File: src/rtl/bar_height_gen.sv
// Spectrum bar height generator: folds band magnitudes into per-band targets and
// refreshes bar heights once per frame. Define BAR_PEAK_HOLD_EN for peak-hold markers.
module bar_height_gen #(
   parameter int NUM_BARS   = 10,
   parameter int MAG_W      = 16,
   parameter int SHIFT      = 6,
   parameter int MAX_H      = 400,
   parameter int DECAY_STEP = 4
) (
   input  logic                    Clk,
   input  logic                    Reset_n,
   input  logic                    frame_clk,
   input  logic                    Mag_valid,
   output logic                    Mag_ready,
   input  logic [3:0]              Mag_band,
   input  logic [MAG_W-1:0]        Mag_data,
   output logic [10*NUM_BARS-1:0]  Bar_H,
   output logic [10*NUM_BARS-1:0]  Peak_H,
   output logic                    Update_done
);

   localparam int IDX_W = (NUM_BARS > 1) ? $clog2(NUM_BARS) : 1;
   localparam logic [IDX_W-1:0] LAST_IDX = IDX_W'(NUM_BARS - 1);

   typedef enum logic {S_ACCEPT, S_UPDATE} state_t;

   function automatic logic [9:0] f_sat_height(input logic [MAG_W-1:0] mag);
      logic [MAG_W-1:0] shifted;
      shifted = mag >> SHIFT;
      if (shifted > MAG_W'(MAX_H)) return 10'(MAX_H);
      else return shifted[9:0];
   endfunction

   // Fall by DECAY_STEP but never below fl (also prevents unsigned wrap).
   function automatic logic [9:0] f_decay(input logic [9:0] v, input logic [9:0] fl);
      logic [10:0] lim;
      lim = {1'b0, fl} + 11'(DECAY_STEP);
      if ({1'b0, v} >= lim) return v - 10'(DECAY_STEP);
      else return fl;
   endfunction

   state_t           r_state;
   logic             r_ready;
   logic             r_done;
   logic             r_frame_d;
   logic             r_pending;
   logic [IDX_W-1:0] r_idx;
   logic [9:0]       r_bar [NUM_BARS];
   logic [9:0]       r_tgt [NUM_BARS];
`ifdef BAR_PEAK_HOLD_EN
   logic [9:0]       r_peak [NUM_BARS];
   logic [4:0]       r_hold [NUM_BARS];
   logic [9:0]       w_cur_peak;
   logic [4:0]       w_cur_hold;
`endif

   logic       w_tick;
   logic       w_accept;
   logic       w_band_ok;
   logic [9:0] w_h;
   logic [9:0] w_cur_bar;
   logic [9:0] w_cur_tgt;
   logic [9:0] w_new_bar;

   assign w_tick    = frame_clk & ~r_frame_d;
   assign w_accept  = Mag_valid & r_ready;
   assign w_band_ok = {28'd0, Mag_band} < 32'(NUM_BARS);
   assign w_h       = f_sat_height(Mag_data);

   always_comb begin
      w_cur_bar = '0;
      w_cur_tgt = '0;
`ifdef BAR_PEAK_HOLD_EN
      w_cur_peak = '0;
      w_cur_hold = '0;
`endif
      for (int i = 0; i < NUM_BARS; i++) begin
         if (r_idx == IDX_W'(i)) begin
            w_cur_bar = r_bar[i];
            w_cur_tgt = r_tgt[i];
`ifdef BAR_PEAK_HOLD_EN
            w_cur_peak = r_peak[i];
            w_cur_hold = r_hold[i];
`endif
         end
      end
   end

   assign w_new_bar = (w_cur_tgt >= w_cur_bar) ? w_cur_tgt : f_decay(w_cur_bar, 10'd0);

   always_ff @(posedge Clk or negedge Reset_n) begin
      if (!Reset_n) begin
         r_state   <= S_ACCEPT;
         r_ready   <= 1'b1;
         r_done    <= 1'b0;
         r_frame_d <= 1'b0;
         r_pending <= 1'b0;
         r_idx     <= '0;
         for (int i = 0; i < NUM_BARS; i++) begin
            r_bar[i] <= '0;
            r_tgt[i] <= '0;
`ifdef BAR_PEAK_HOLD_EN
            r_peak[i] <= '0;
            r_hold[i] <= '0;
`endif
         end
      end else begin
         r_frame_d <= frame_clk;
         r_done    <= 1'b0;
         case (r_state)
            S_ACCEPT: begin
               for (int i = 0; i < NUM_BARS; i++) begin
                  if (w_accept && w_band_ok && (Mag_band == 4'(i)) && (w_h > r_tgt[i]))
                     r_tgt[i] <= w_h;
               end
               if (w_tick) begin
                  r_state <= S_UPDATE;
                  r_ready <= 1'b0;
                  r_idx   <= '0;
               end
            end
            S_UPDATE: begin
               for (int i = 0; i < NUM_BARS; i++) begin
                  if (r_idx == IDX_W'(i)) begin
                     r_bar[i] <= w_new_bar;
                     r_tgt[i] <= '0;
`ifdef BAR_PEAK_HOLD_EN
                     if (w_new_bar >= w_cur_peak) begin
                        r_peak[i] <= w_new_bar;
                        r_hold[i] <= 5'd30;
                     end else if (w_cur_hold != 5'd0) begin
                        r_hold[i] <= w_cur_hold - 5'd1;
                     end else begin
                        r_peak[i] <= f_decay(w_cur_peak, w_new_bar);
                     end
`endif
                  end
               end
               // A tick seen anywhere in this pass (queued or on the last cycle) restarts it.
               if (r_idx == LAST_IDX) begin
                  r_done <= 1'b1;
                  r_idx  <= '0;
                  if (r_pending || w_tick) begin
                     r_pending <= 1'b0;
                  end else begin
                     r_state <= S_ACCEPT;
                     r_ready <= 1'b1;
                  end
               end else begin
                  r_idx <= r_idx + 1'b1;
                  if (w_tick) r_pending <= 1'b1;
               end
            end
            default: begin
               r_state <= S_ACCEPT;
               r_ready <= 1'b1;
            end
         endcase
      end
   end

   assign Mag_ready   = r_ready;
   assign Update_done = r_done;

   for (genvar g = 0; g < NUM_BARS; g++) begin : g_out
      assign Bar_H[10*g +: 10]  = r_bar[g];
`ifdef BAR_PEAK_HOLD_EN
      assign Peak_H[10*g +: 10] = r_peak[g];
`else
      assign Peak_H[10*g +: 10] = r_bar[g];
`endif
   end

endmodule

File: config.mk
export PLATFORM = sky130hd
export DESIGN_NAME = bar_height_gen
export DESIGN_NICKNAME = d
export VERILOG_FILES = /design/src/rtl/bar_height_gen.sv
export SDC_FILE = /design/constraint.sdc
export NUM_CORES = 1
export LEC_CHECK = 0
export BUFFER_PORTS_ARGS = -buffer_cell sky130_fd_sc_hd__clkbuf_2
export CORE_ASPECT_RATIO = 2
export CORE_MARGIN = 2
export CORE_UTILIZATION = 42
export DETAILED_ROUTE_END_ITERATION = 10
export PLACE_DENSITY = 0.6
export SLEW_MARGIN = 20
export SYNTH_ARGS = -nofsm -noshare
export SYNTH_HDL_FRONTEND = slang
export SYNTH_SLANG_ARGS = --single-unit
File: constraint.sdc
create_clock -name Clk -period 10.1 [get_ports Clk]
set_input_delay 3.03 -clock Clk [delete_from_list [all_inputs] [get_ports Clk]]
set_output_delay 3.03 -clock Clk [all_outputs]
set_load 0.01 [all_outputs]
==> results.md <==
* Seq cells post-synth at 209
* Combinational power share at 0.547
* Startpoint types: input port
* Final Instance Area at 14900 sq um
* H-tree level count at 1
* Post-CTS Setup Bufs at 0
* Dpl cell area at 14200 sq um
* IO Pins at 226
* CTS tree: built
* Post-DP HPWL at 37200 um
* Util after Layout at 0.473
* Seq/Total Area, Yosys at 0.388
* P&R area growth vs syn at 10.7%
* Skew final at 19.0 ps
* Detail Route Antenna Nets at 0
* Worst Path Required at 10520 ps
* Via count at 11900
* Worst R2R Setup Slack at 4470 ps
* Slew of the pin with the lowest slew margin at 1170 ps
* Post-Route WL at 50100 um
* Core Area at 31500 sq um
* IO buf count at 219
* EDFF count, synth at 0
* GPL Wtd Cong at 0.928
* Crit path max fanout at 19
* Endpoint, Worst Hold: r_tgt[53]$_DFFE_PN0P_
* Max transition margin at 0.217
* Vias per inst at 5.83
* Clock power share at 0.172
* Worst setup margin at 3730 ps
* CP Capture Type: flop
* Die Ht at 257 um
* Run status: complete, no violations
* Share of the synthesized area in the top cell type at 0.386
* PD cells at 314 nW/um^2
* LEAKAGE at 6.78 nW
* Buf/Inv on CP at 1
* MaxCap Viol Count at 0
* Start of the worst register-to-register path: r_idx[0]$_DFFE_PN0P_
* Synthesized instance count at 1506
* First-pass GRT wire length at 73500 um
* WL/cell at 24.5 um
* Sequential Power Share at 0.281
* Initial antenna violation count at 0
* Critical Path Most Common Cell: nand4_1
* Ys flop type: dfrtp_1
* CTS Sinks at 209
* CTS root buf: clkbuf_16
* Worst-path clk slew at 70 ps
* # setup viols final at 0
* Part of the cycle the worst path needs at 0.631
* P_int at 0.00232 W
* Grt total ovfl at 0
* CP delay by family, top: simple AND/OR/NAND/NOR gates
* Hold Path Origin: r_tgt[53]$_DFFE_PN0P_
* Final hold violations at 0
* Std-Cell Rows at 92
* Cell variety after synth at 76
* Worst setup path class: in2reg
* Die Wd at 131 um
* Slew Limit Fails at 0
* DRC viols at 0
* Setup TNS at 0 ps
* DP Worst Slack at 3220 ps
* N_diodes at 0
* Total CTS buffers at 21
* Clk_lat worst skew at 530 ps
* Reg-to-reg endpoint: Bar_H[24]$_DFFE_PN0P_
* Drt pass-1 iters at 5
* Hold Crit Depth at 2
* Cells on worst reg2reg path at 15
* Crit path time final at 6370 ps
* Worst path cell trace: clkbuf_2 -> o41ai_1 -> nand2_1 -> a31oi_1 -> nand2b_1 -> ha_1 -> nand4_1 -> nor2_1 -> a21oi_1 -> o211ai_1 -> nand4_1 -> and3_1
* Fmax at 157 MHz
* Post-synth ARST share at 1.00
* Die area at 33600 sq um
* Total Nets Final at 1741
* Slowest stage delay, CP at 660 ps
* Mapped cell area at 13500 sq um
* CTS max path bufs at 3
* Largest net degree at the start of global routing at 98
* Layout cells sized above 1 at 0.197
* Setup repair after global routing missed its margin: false
* Ys Warns at 0
* Switching fraction of total power at 0.504
* Effective utilization at floorplan at 0.427
* Yosys top cell by area: dfrtp_1
* Switching Power at 0.00236 W
* Cts repair resizes at 0
* Initial drt markers at 914
* Max VDD drop at 178 uV
* Vias in the first global route at 12000
* HP Class: reg2reg
* Global Route Usage Sum at 0.298
* Slowest library cell on the worst path: nand4_1
* Syn avg cell area at 8.95 sq um
* Largest cells by area after synthesis: dfrtp_1, ha_1, buf_4
* Hold Buf Count CTS at 0
* Worst Path Arrival at 6790 ps
## placed cells by master, fill, tap and decap left out, drive strengths merged, types with 12 or more instances in the layout
cell,count
a21oi,96
nor2b,25
nand4,24
o31ai,19
nor2,80
inv,117
a22oi,18
buf,22
mux2i,55
nand2,148
ha,112
nand3,73
dfrtp,208
o21a,12
o21ai,144
nor3,16
mux2,12
clkbuf,249
a21o,29
and2,14
o211ai,12
## registers in the layout (all words and copies together), names as in the netlist
signal / count
Bar_H: 100
r_tgt: 100
r_idx: 4
Mag_ready: 1
Update_done: 1
r_frame_d: 1
r_pending: 1
r_state: 1
## worst min-delay path, stage by stage (launching register included)
cell and delay [ps]:
dfrtp_1 340, nand3_1 70, o21ai_0 70
## through the flow
step	hold slack (ps)	cells	power, W
5_1_grt	541	2041	0.00494
4_1_cts	514	2041	0.00467
6_report	517	2041	0.00469
2_1_floorplan	469	1515	0.00302
3_5_place_dp	492	2005	0.00387
3_3_place_gp	481	2004	0.00382
## final cells by class
type                       count  area [sq um]
clock buffer                  30           619
sequential                   209          5230
inverter                     116           435
fill                        3141         16600
timing repair buffer         241          1270
clock inverter                 6          63.8
tap                          423           529
multi-input combinational   1016          6780
## synthesized netlist by cell type (4+ instances only)
cell,n
dfrtp_1,208
nand2_1,148
o21ai_0,143
inv_1,113
ha_1,112
buf_4,105
a21oi_1,93
nor2_1,80
nand3_1,73
mux2i_1,55
clkbuf_1,41
a21o_1,29
nor2b_1,25
nand4_1,24
o31ai_1,19
a22oi_1,17
nor3_1,15
and2_1,14
buf_2,14
o211ai_1,12
o21a_1,12
mux2_2,11
o22ai_1,11
a211oi_1,10
buf_1,10
nand2b_1,10
and3_1,9
a221oi_1,8
a222oi_1,7
a22o_1,4
a31oi_1,4
mux4_2,4
o2111ai_1,4
or2_2,4
## layer usage
| metal | GRT usage | routed length (um) | up-vias |
|---|---|---|---|
| met4 | 0.264 | 5310 | 0 |
| met1 | 0.298 | 16600 | 5782 |
| met3 | 0.0389 | 2490 | 209 |
| met2 | 0.523 | 25700 | 497 |
| li1 | - | - | 5404 |
| met5 | 0 | 0 | - |
## worst max-delay path by stage
| stage | from | to | slack, ps | depth (start not counted) |
|---|---|---|---|---|
| after global routing | Mag_data[6] | r_tgt[66]$_DFFE_PN0P_ | 3370 | 13 |
| after detailed placement | Mag_data[6] | r_tgt[59]$_DFFE_PN0P_ | 3220 | 12 |
| after floorplan | Mag_data[6] | r_tgt[11]$_DFFE_PN0P_ | 4040 | 14 |
| final | Mag_data[6] | r_tgt[59]$_DFFE_PN0P_ | 3730 | 12 |
| after CTS | Mag_data[6] | r_tgt[69]$_DFFE_PN0P_ | 3760 | 12 |
| after global placement | Mag_data[6] | r_tgt[16]$_DFFE_PN0P_ | 3210 | 14 |
## cells by family after synthesis
kind of cell / after synthesis / synth area share
adder cells (fa/ha/maj): 112 / 0.104
buffers and inverters: 290 / 0.114
other: 1 / 0.000278
flip-flops: 209 / 0.388
AO/OA/AOI/OAI: 402 / 0.187
multiplexers: 71 / 0.0578
XOR/XNOR: 2 / 0.00130
AND/OR/NAND/NOR: 419 / 0.148
## power groups by stage
stage                     Combinational, W  Sequential (W)  Clock, W
final                              0.00257         0.00132  0.000806
after global routing               0.00275         0.00134  0.000845
after CTS                          0.00254         0.00131  0.000814
after global placement             0.00250         0.00132         0
after detailed placement           0.00254         0.00133         0
after floorplan                    0.00171         0.00132         0
Power figures use the tool's default switching activity.
